### src/rtl/btn_event_gen.sv
// N-channel button conditioner: 2-FF sync, debounce, then press/release/long-press
// and auto-repeat pulse generation per channel. All pulses are registered, one clock wide.
module btn_event_gen #(
    parameter int unsigned N_BTN            = 2,
    parameter bit          ACTIVE_LOW       = 1'b1,
    parameter int unsigned MIN_PULSE_WIDTH  = 100000,
    parameter int unsigned REPEAT_DELAY     = 12500000,
    parameter int unsigned REPEAT_PERIOD    = 2500000,
    parameter int unsigned LONGPRESS_CYCLES = 25000000
) (
    input  logic             i_clk,
    input  logic             i_rst,
    input  logic [N_BTN-1:0] i_btn,
    input  logic [N_BTN-1:0] i_rpt_en,
    output logic [N_BTN-1:0] o_btn,
    output logic [N_BTN-1:0] o_press,
    output logic [N_BTN-1:0] o_release,
    output logic [N_BTN-1:0] o_repeat,
    output logic [N_BTN-1:0] o_long,
    output logic             o_any
);

    localparam int unsigned RPT_MAX = (REPEAT_DELAY > REPEAT_PERIOD) ? REPEAT_DELAY
                                                                     : REPEAT_PERIOD;
    localparam int unsigned DW = $clog2(MIN_PULSE_WIDTH + 1);
    localparam int unsigned RW = $clog2(RPT_MAX + 1);
    localparam int unsigned HW = (LONGPRESS_CYCLES > 0) ? $clog2(LONGPRESS_CYCLES + 1) : 1;

    localparam logic [DW-1:0] DB_MAX   = DW'(MIN_PULSE_WIDTH - 1);
    localparam logic [RW-1:0] DELAY_C  = RW'(REPEAT_DELAY);
    localparam logic [RW-1:0] PERIOD_C = RW'(REPEAT_PERIOD);
    localparam logic [HW-1:0] LONG_C   = HW'(LONGPRESS_CYCLES);
    localparam bit            LONG_EN  = (LONGPRESS_CYCLES != 0);

    typedef enum logic [1:0] {StIdle, StHeld, StRepeat} state_e;

    logic [N_BTN-1:0] pulse_nxt;

    for (genvar g = 0; g < N_BTN; g++) begin : g_ch
        logic [1:0]    sync_q;
        logic [DW-1:0] db_cnt_q;
        logic [HW-1:0] hold_cnt_q;
        logic [RW-1:0] rpt_cnt_q;
        logic          btn_q, long_done_q;
        logic          press_q, release_q, repeat_q, long_q;
        state_e        state_q;

        logic          p, accept, rise, fall, long_hit, rep_hit;
        logic [HW-1:0] hold_nxt;
        logic [RW-1:0] rpt_nxt;

        assign p        = ACTIVE_LOW ? ~sync_q[1] : sync_q[1];
        assign accept   = (p != btn_q) && (db_cnt_q == DB_MAX);
        assign rise     = accept & p;
        assign fall     = accept & ~p;
        assign hold_nxt = (hold_cnt_q == LONG_C) ? hold_cnt_q : hold_cnt_q + HW'(1);
        assign rpt_nxt  = rpt_cnt_q + RW'(1);
        assign long_hit = LONG_EN && (state_q != StIdle) && !long_done_q
                          && (hold_nxt == LONG_C);
        assign rep_hit  = i_rpt_en[g]
                          && (((state_q == StHeld) && (rpt_nxt == DELAY_C))
                           || ((state_q == StRepeat) && (rpt_nxt == PERIOD_C)));
        // Release beats any repeat/long pulse falling in the same cycle.
        assign pulse_nxt[g] = fall | rise | (~fall & (long_hit | rep_hit));

        always_ff @(posedge i_clk or posedge i_rst) begin
            if (i_rst) begin
                sync_q      <= {2{ACTIVE_LOW}};
                db_cnt_q    <= '0;
                btn_q       <= 1'b0;
                state_q     <= StIdle;
                hold_cnt_q  <= '0;
                rpt_cnt_q   <= '0;
                long_done_q <= 1'b0;
                press_q     <= 1'b0;
                release_q   <= 1'b0;
                repeat_q    <= 1'b0;
                long_q      <= 1'b0;
            end else begin
                sync_q    <= {sync_q[0], i_btn[g]};
                press_q   <= 1'b0;
                release_q <= 1'b0;
                repeat_q  <= 1'b0;
                long_q    <= 1'b0;

                if (p == btn_q) begin
                    db_cnt_q <= '0;
                end else if (accept) begin
                    btn_q    <= p;
                    db_cnt_q <= '0;
                end else begin
                    db_cnt_q <= db_cnt_q + DW'(1);
                end

                if (fall) begin
                    release_q   <= 1'b1;
                    state_q     <= StIdle;
                    hold_cnt_q  <= '0;
                    rpt_cnt_q   <= '0;
                    long_done_q <= 1'b0;
                end else begin
                    case (state_q)
                        StIdle: begin
                            if (rise) begin
                                press_q     <= 1'b1;
                                state_q     <= StHeld;
                                hold_cnt_q  <= '0;
                                rpt_cnt_q   <= '0;
                                long_done_q <= 1'b0;
                            end
                        end
                        StHeld, StRepeat: begin
                            hold_cnt_q <= hold_nxt;
                            if (long_hit) begin
                                long_q      <= 1'b1;
                                long_done_q <= 1'b1;
                            end
                            if (!i_rpt_en[g]) begin
                                rpt_cnt_q <= '0;
                                state_q   <= StHeld;
                            end else if (rep_hit) begin
                                repeat_q  <= 1'b1;
                                rpt_cnt_q <= '0;
                                state_q   <= StRepeat;
                            end else begin
                                rpt_cnt_q <= rpt_nxt;
                            end
                        end
                        default: state_q <= StIdle;
                    endcase
                end
            end
        end

        assign o_btn[g]     = btn_q;
        assign o_press[g]   = press_q;
        assign o_release[g] = release_q;
        assign o_repeat[g]  = repeat_q;
        assign o_long[g]    = long_q;
    end

    logic any_q;

    always_ff @(posedge i_clk or posedge i_rst) begin
        if (i_rst) begin
            any_q <= 1'b0;
        end else begin
            any_q <= |pulse_nxt;
        end
    end

    assign o_any = any_q;

endmodule
### config.mk
export PLATFORM = sky130hd
export DESIGN_NAME = btn_event_gen
export DESIGN_NICKNAME = d
export VERILOG_FILES = /design/src/rtl/btn_event_gen.sv
export SDC_FILE = /design/constraint.sdc
export NUM_CORES = 1
export LEC_CHECK = 0
export CORE_ASPECT_RATIO = 1.25
export CORE_MARGIN = 3
export CORE_UTILIZATION = 30
export CTS_CLUSTER_SIZE = 40
export DETAILED_ROUTE_END_ITERATION = 8
export SLEW_MARGIN = 20
export SYNTH_ARGS = -nofsm -noshare
export SYNTH_HDL_FRONTEND = slang
export SYNTH_SLANG_ARGS = --single-unit
### constraint.sdc
create_clock -name i_clk -period 4.8 [get_ports i_clk]
set_input_delay 0.96 -clock i_clk [delete_from_list [all_inputs] [get_ports i_clk]]
set_output_delay 0.96 -clock i_clk [all_outputs]
set_load 0.005 [all_outputs]
Word level (Yosys, flattened, before mapping)
Cells that the tools add are included.
{"block": "word_totals", "out_inout_bits": 11, "wordCells": 166, "register_bits": 153}
{"block": "classes", "n_bitwise": 18, "n_mux": 62, "eq_ne": 24, "n_addsub": 6, "reduce_logical": 33}
{"cell": "24-bit 2-to-1 mux", "n": 8}
{"cell": "25-bit 2-to-1 mux", "n": 6}
{"cell": "25-bit == test, second input constant", "n": 4}
{"cell": "25-bit one-hot mux with 2 select lines", "n": 2}
{"cell": "24-bit one-hot mux with 2 select lines", "n": 2}
{"cell": "17-bit 2-to-1 mux", "n": 4}
{"cell": "25-bit by 1-bit adder with 25-bit output, second input constant", "n": 2}
{"cell": "24-bit by 1-bit adder with 24-bit output, second input constant", "n": 2}
{"cell": "24-bit by 22-bit == test with 1-bit output, second input constant", "n": 2}
{"cell": "24-bit == test, second input constant", "n": 2}
{"cell": "17-bit by 1-bit adder with 17-bit output, second input constant", "n": 2}
{"cell": "17-bit == test, second input constant", "n": 2}
{"cell": "1-bit 2-to-1 mux", "n": 28}
{"cell": "2-bit 2-to-1 mux", "n": 8}
{"cell": "1-bit logical AND", "n": 12}
{"cell": "3-bit != test, second input constant", "n": 4}
{"cell": "2-bit AND reduction", "n": 6}
{"cell": "4-bit != test, second input constant", "n": 2}
{"cell": "2-bit one-hot mux with 2 select lines", "n": 2}
{"cell": "1-bit AND", "n": 6}
{"cell": "1-bit inverter", "n": 6}
{"cell": "1-bit bitwise OR", "n": 6}
{"cell": "3-bit AND reduction", "n": 2}
{"cell": "3-bit nonzero test", "n": 2}
{"cell": "10 further kinds", "n": 21}

Longest topological paths before layout
{"block": "depth", "ltp_word": 9, "ltp_mapped": 12, "mapped_depth_nobuf": 10}

Least setup slack after synthesis
Ideal clock, no wire load.
{"block": "synth_timing", "kind": "register to register", "startpoint": "register g_ch[1].rpt_cnt_q[0]", "endpoint": "register g_ch[1].rpt_cnt_q[11]", "setup_slack_ns": 2.035, "t_required_ns": 4.676, "synth_period_minus_slack_ns": 2.765, "path_stages_with_launch": 12, "arrival_ns": 2.641, "path_cell_list": "dfrtp_1 > ha_1 > buf_2 > nand3_2 > or3_1 > o31ai_1 > o311ai_1 > a2111o_1 > o21bai_4 > buf_6 > nor3_1 > a211o_1"}
{"block": "synth_between", "elab_chain_cells": 9, "elab_cells_between_ends": 11}
{"element": "start: declaration", "line_no": "43", "source": "logic [RW-1:0] rpt_cnt_q;"}
{"element": "start signal: assignment", "line_no": "126", "source": "rpt_cnt_q <= rpt_nxt;"}
{"element": "24-bit by 1-bit adder with 24-bit output (*)", "line_no": "57", "source": "assign rpt_nxt = rpt_cnt_q + RW'(1);"}
{"element": "24-bit == test / 24-bit by 22-bit == test with 1-bit output (equally long branches)", "line_no": "61, 62"}
{"element": "1-bit logical AND, on equally long branches", "line_no": "61, 62"}
{"element": "1-bit logical OR", "line_no": "62", "source": "|| ((state_q == StRepeat) && (rpt_nxt == PERIOD_C)));"}
{"element": "1-bit logical AND", "line_no": "61", "source": "&& (((state_q == StHeld) && (rpt_nxt == DELAY_C))"}
{"element": "24-bit 2-to-1 mux (*)", "line_no": "121", "source": "end else if (rep_hit) begin"}
{"element": "24-bit 2-to-1 mux (*)", "line_no": "118", "source": "if (!i_rpt_en[g]) begin"}
{"element": "24-bit one-hot mux with 2 select lines (*)", "line_no": "102", "source": "case (state_q)"}
{"element": "24-bit 2-to-1 mux (*)", "line_no": "95", "source": "if (fall) begin"}
Every way passes the cells marked *; elsewhere a longest branch is shown, timed or not.
A chain may end at the register's enable or synchronous reset.

Worst setup path in the final report
{"block": "layout_timing", "startpoint": "register g_ch[1].rpt_cnt_q[1]", "endpoint": "register g_ch[1].rpt_cnt_q[0]"}
{"block": "layout_between", "elab_chain_cells": 9, "elab_cells_between_ends": 11}
{"element": "24-bit by 1-bit adder with 24-bit output (*)", "line_no": "57"}
{"element": "24-bit == test / 24-bit by 22-bit == test with 1-bit output (equally long branches)", "line_no": "61, 62"}
{"element": "1-bit logical AND, on equally long branches", "line_no": "61, 62"}
{"element": "1-bit logical OR (*)", "line_no": "62"}
{"element": "1-bit logical AND (*)", "line_no": "61"}
{"element": "24-bit 2-to-1 mux (*)", "line_no": "121"}
{"element": "24-bit 2-to-1 mux (*)", "line_no": "118"}
{"element": "24-bit one-hot mux with 2 select lines (*)", "line_no": "102"}
{"element": "24-bit 2-to-1 mux (*)", "line_no": "95"}
Marks and branches as above.

==> results_dict.tcl <==
set metrics [dict create \
    status "finished clean" \
    endpoint_kind "flop" \
    cts_tree "built" \
    place_congestion 0.8698 \
    grt_pass1_wl_mm 40.70 \
    slew_headroom 0.2972 \
    row_count 73 \
    initial_core_util 0.3068 \
    avgSynthCellArea_um2 8.509 \
    routed_wl_mm 23.92 \
    p_total_w 0.003160 \
    place_area_um2 10160 \
    die-area_um2 35010 \
    ys_warn_count 0 \
    grt_pass1_vias 8194 \
    clk_pin_slew_ps 70 \
    path_cells "ha_1, nand3_2, nor3_1, nand4_1, a221oi_1, a2bb2oi_2, o21bai_4, or2_1, o21ai_0" \
    synth_edf_count 0 \
    grt_remaining_overflow 0 \
    first_pass_iters 5 \
    cp_max_fo 24 \
    leakage_nw 4.143 \
    antenna_cells 0 \
    max_freq_ghz 0.2666 \
    layout_min_cycle_time_ps 3751 \
    die_x_um 168.0 \
    clock_sinks 153 \
    final_cell_mix "dfrtp_1 (149), nand2_1 (110), nor2_1 (97)" \
    final_antenna_net_count 0 \
    post_cts_buffers 0 \
    synth_seq_cells 153 \
    final_common_cell "dfrtp_1" \
    wl_per_cell_um 15.59 \
    insertion_delay_ps 430 \
    finalInstanceArea_um2 10750 \
    finalCritPeriodShare 0.7814 \
    cts_hold_buf 0 \
    synth_cells 1156 \
    area_delta_synth_final_pct 9.234 \
    hold_viol 0 \
    die_h_um 208.5 \
    htreeDepth 4 \
    power_density_nw_per_um2 294.1 \
    final_layout_size_suffix_gt1_frac 0.06150 \
    cts_resized 0 \
    cap_violations 0 \
    start_kind "flop" \
    fin_setup_tns_ps 0 \
    final_nets 1133 \
    syn-num-nets 1180 \
    avgViaCountPerCell 5.500 \
    grt.total_usage 0.1365 \
    cts_buffer_depth 2 \
    clock-root-buffer "clkbuf_16" \
    rsz0062_at_grt "false" \
    boundaryPins 17 \
    dp_hpwl_mm 15.80 \
    drc 0 \
    core_area_um2 32060 \
    seq_area_um2 3834 \
    ys_types 77 \
    fillers 3275 \
    report.final.slew_viol_count 0 \
    fin_hold_ws_ps 356.5 \
    skew_ps 13.77 \
    numPortBuffers 16 \
    antenna_found_initial 0 \
    synthArstFlopShare 1.000 \
    ir_drop_uv 231.6 \
    grt_max_degree 154 \
    crit_required_ps 5100 \
    worst-slew-pin-transition_ps 1052 \
    cts_buffers 17 \
    critPathKind "reg -> reg" \
    syn_area_um2 9837 \
    critPathSlowestCell "nor3_1" \
    multi_input_area_um2 5448 \
    min_path_type "reg -> reg" \
    arrival_ps 4050 \
    setup_viol 0 \
    ys.flop_type "dfrtp_1" \
    drt_iter0_markers 684 \
    critPathMaxStageDelay_ps 570 \
    ys_seq_area_frac 0.3897 \
    vias 8437 \
]
critical path, delay by kind of cell (launching register included):
kind                       cells  cell delay [ps]
DFF                            1              500
adders and majority gates      1              440
AOI/OAI and AO/OA              4             1190
and+or+nand+nor                4             1490
stage by stage:
step | cells | worst slack (ps) | utilization
2_1_floorplan | 1156 | 1912 | -
3_3_place_gp | 1501 | 1140 | 0.3171
3_5_place_dp | 1501 | 1068 | 0.3171
4_1_cts | 1533 | 1034 | 0.3349
5_1_grt | 1534 | 689.3 | 0.3352
6_report | 1534 | 1049 | 0.3352
synth_stat cells (4+ instances only):
master     count  area share
o31ai_1       28       0.021
nand2_1      110       0.042
nand4b_1       7      0.0062
inv_1         33       0.013
dfrtp_1      149        0.38
o22ai_1        4      0.0025
buf_4         16       0.012
xor2_1        38       0.034
mux2i_1        5      0.0051
nor3b_1        7      0.0053
buf_2         24       0.012
a31o_2         5      0.0045
and3_1        37       0.024
o41ai_1        9      0.0080
a21oi_1       49       0.025
xnor2_1       40       0.036
a21o_1         9      0.0069
o21ai_0       93       0.047
nand4_1       43       0.027
ha_1          18       0.023
clkbuf_1      48       0.018
nor2b_1        8      0.0051
a31oi_1       18       0.011
o211ai_1       4      0.0031
and4_1        16       0.014
nor4_2         4      0.0051
nor4b_1       14       0.012
dfstp_2        4       0.011
o21bai_1       4      0.0031
a2111oi_0      4      0.0036
nand2b_1      11      0.0070
nor3_1        27       0.014
nor4_1         9      0.0057
or4_1          8      0.0061
or3_1         16       0.010
nand3_1       66       0.034
nor2_1        97       0.037
and2_1         9      0.0057
worst paths after layout:
kind	start	endpoint	slack, ps	depth (start not counted)
worst max-delay path	g_ch[1].rpt_cnt_q[1]	g_ch[1].rpt_cnt_q[0]	1050	9
worst min-delay path	g_ch[1].sync_q[0]	g_ch[1].sync_q[1]	360	0
worst max register to register	g_ch[1].rpt_cnt_q[1]	g_ch[1].rpt_cnt_q[0]	1050	9
worst min register to register	g_ch[1].sync_q[0]	g_ch[1].sync_q[1]	360	0
max in group asynchronous	i_rst	g_ch[0].rpt_cnt_q[20]	2970	3
min in group asynchronous	i_rst	g_ch[1].rpt_cnt_q[1]	1070	3
cell type report:
type                    instances  share of cell area
inverters                      33             0.01188
repair buffers                 26             0.02306
clock inverters                12             0.01176
multi-input cells             878              0.5070
flip-flops and latches        153              0.3568
clock buffers                  20             0.04157
well taps                     412             0.04797
flip-flops by register name (all words and copies together), names as in the netlist, 2 cells and up:
name,count
g_ch.press_q,2
g_ch.release_q,2
g_ch.btn_q,2
g_ch.db_cnt_q,34
g_ch.rpt_cnt_q,48
g_ch.state_q,4
g_ch.long_q,2
g_ch.sync_q,4
g_ch.long_done_q,2
g_ch.hold_cnt_q,50
g_ch.repeat_q,2
cells by family after synthesis:
kind of cell,synth area share
AO/OA/AOI/OAI,0.1778
XOR/XNOR,0.06945
adder cells (fa/ha/maj),0.02290
buffers and inverters,0.05800
flip-flops,0.3897
multiplexers,0.007377
AND/OR/NAND/NOR,0.2747
metal layers:
metal / wire length, um / GRT usage / up-vias
li1: - / - / 4101
met1: 11120 / 0.1800 / 4133
met2: 11470 / 0.2276 / 171
met3: 894 / 0.02775 / 32
met4: 436 / 0.03782 / 0
met5: 0 / 0 / -
power breakdown:
group	switching (W)	internal, W
Clock	0.000555	0.000776
Sequential	0.0000609	0.00132
Combinational	0.000314	0.000130
(Power assumes the default switching activity.)
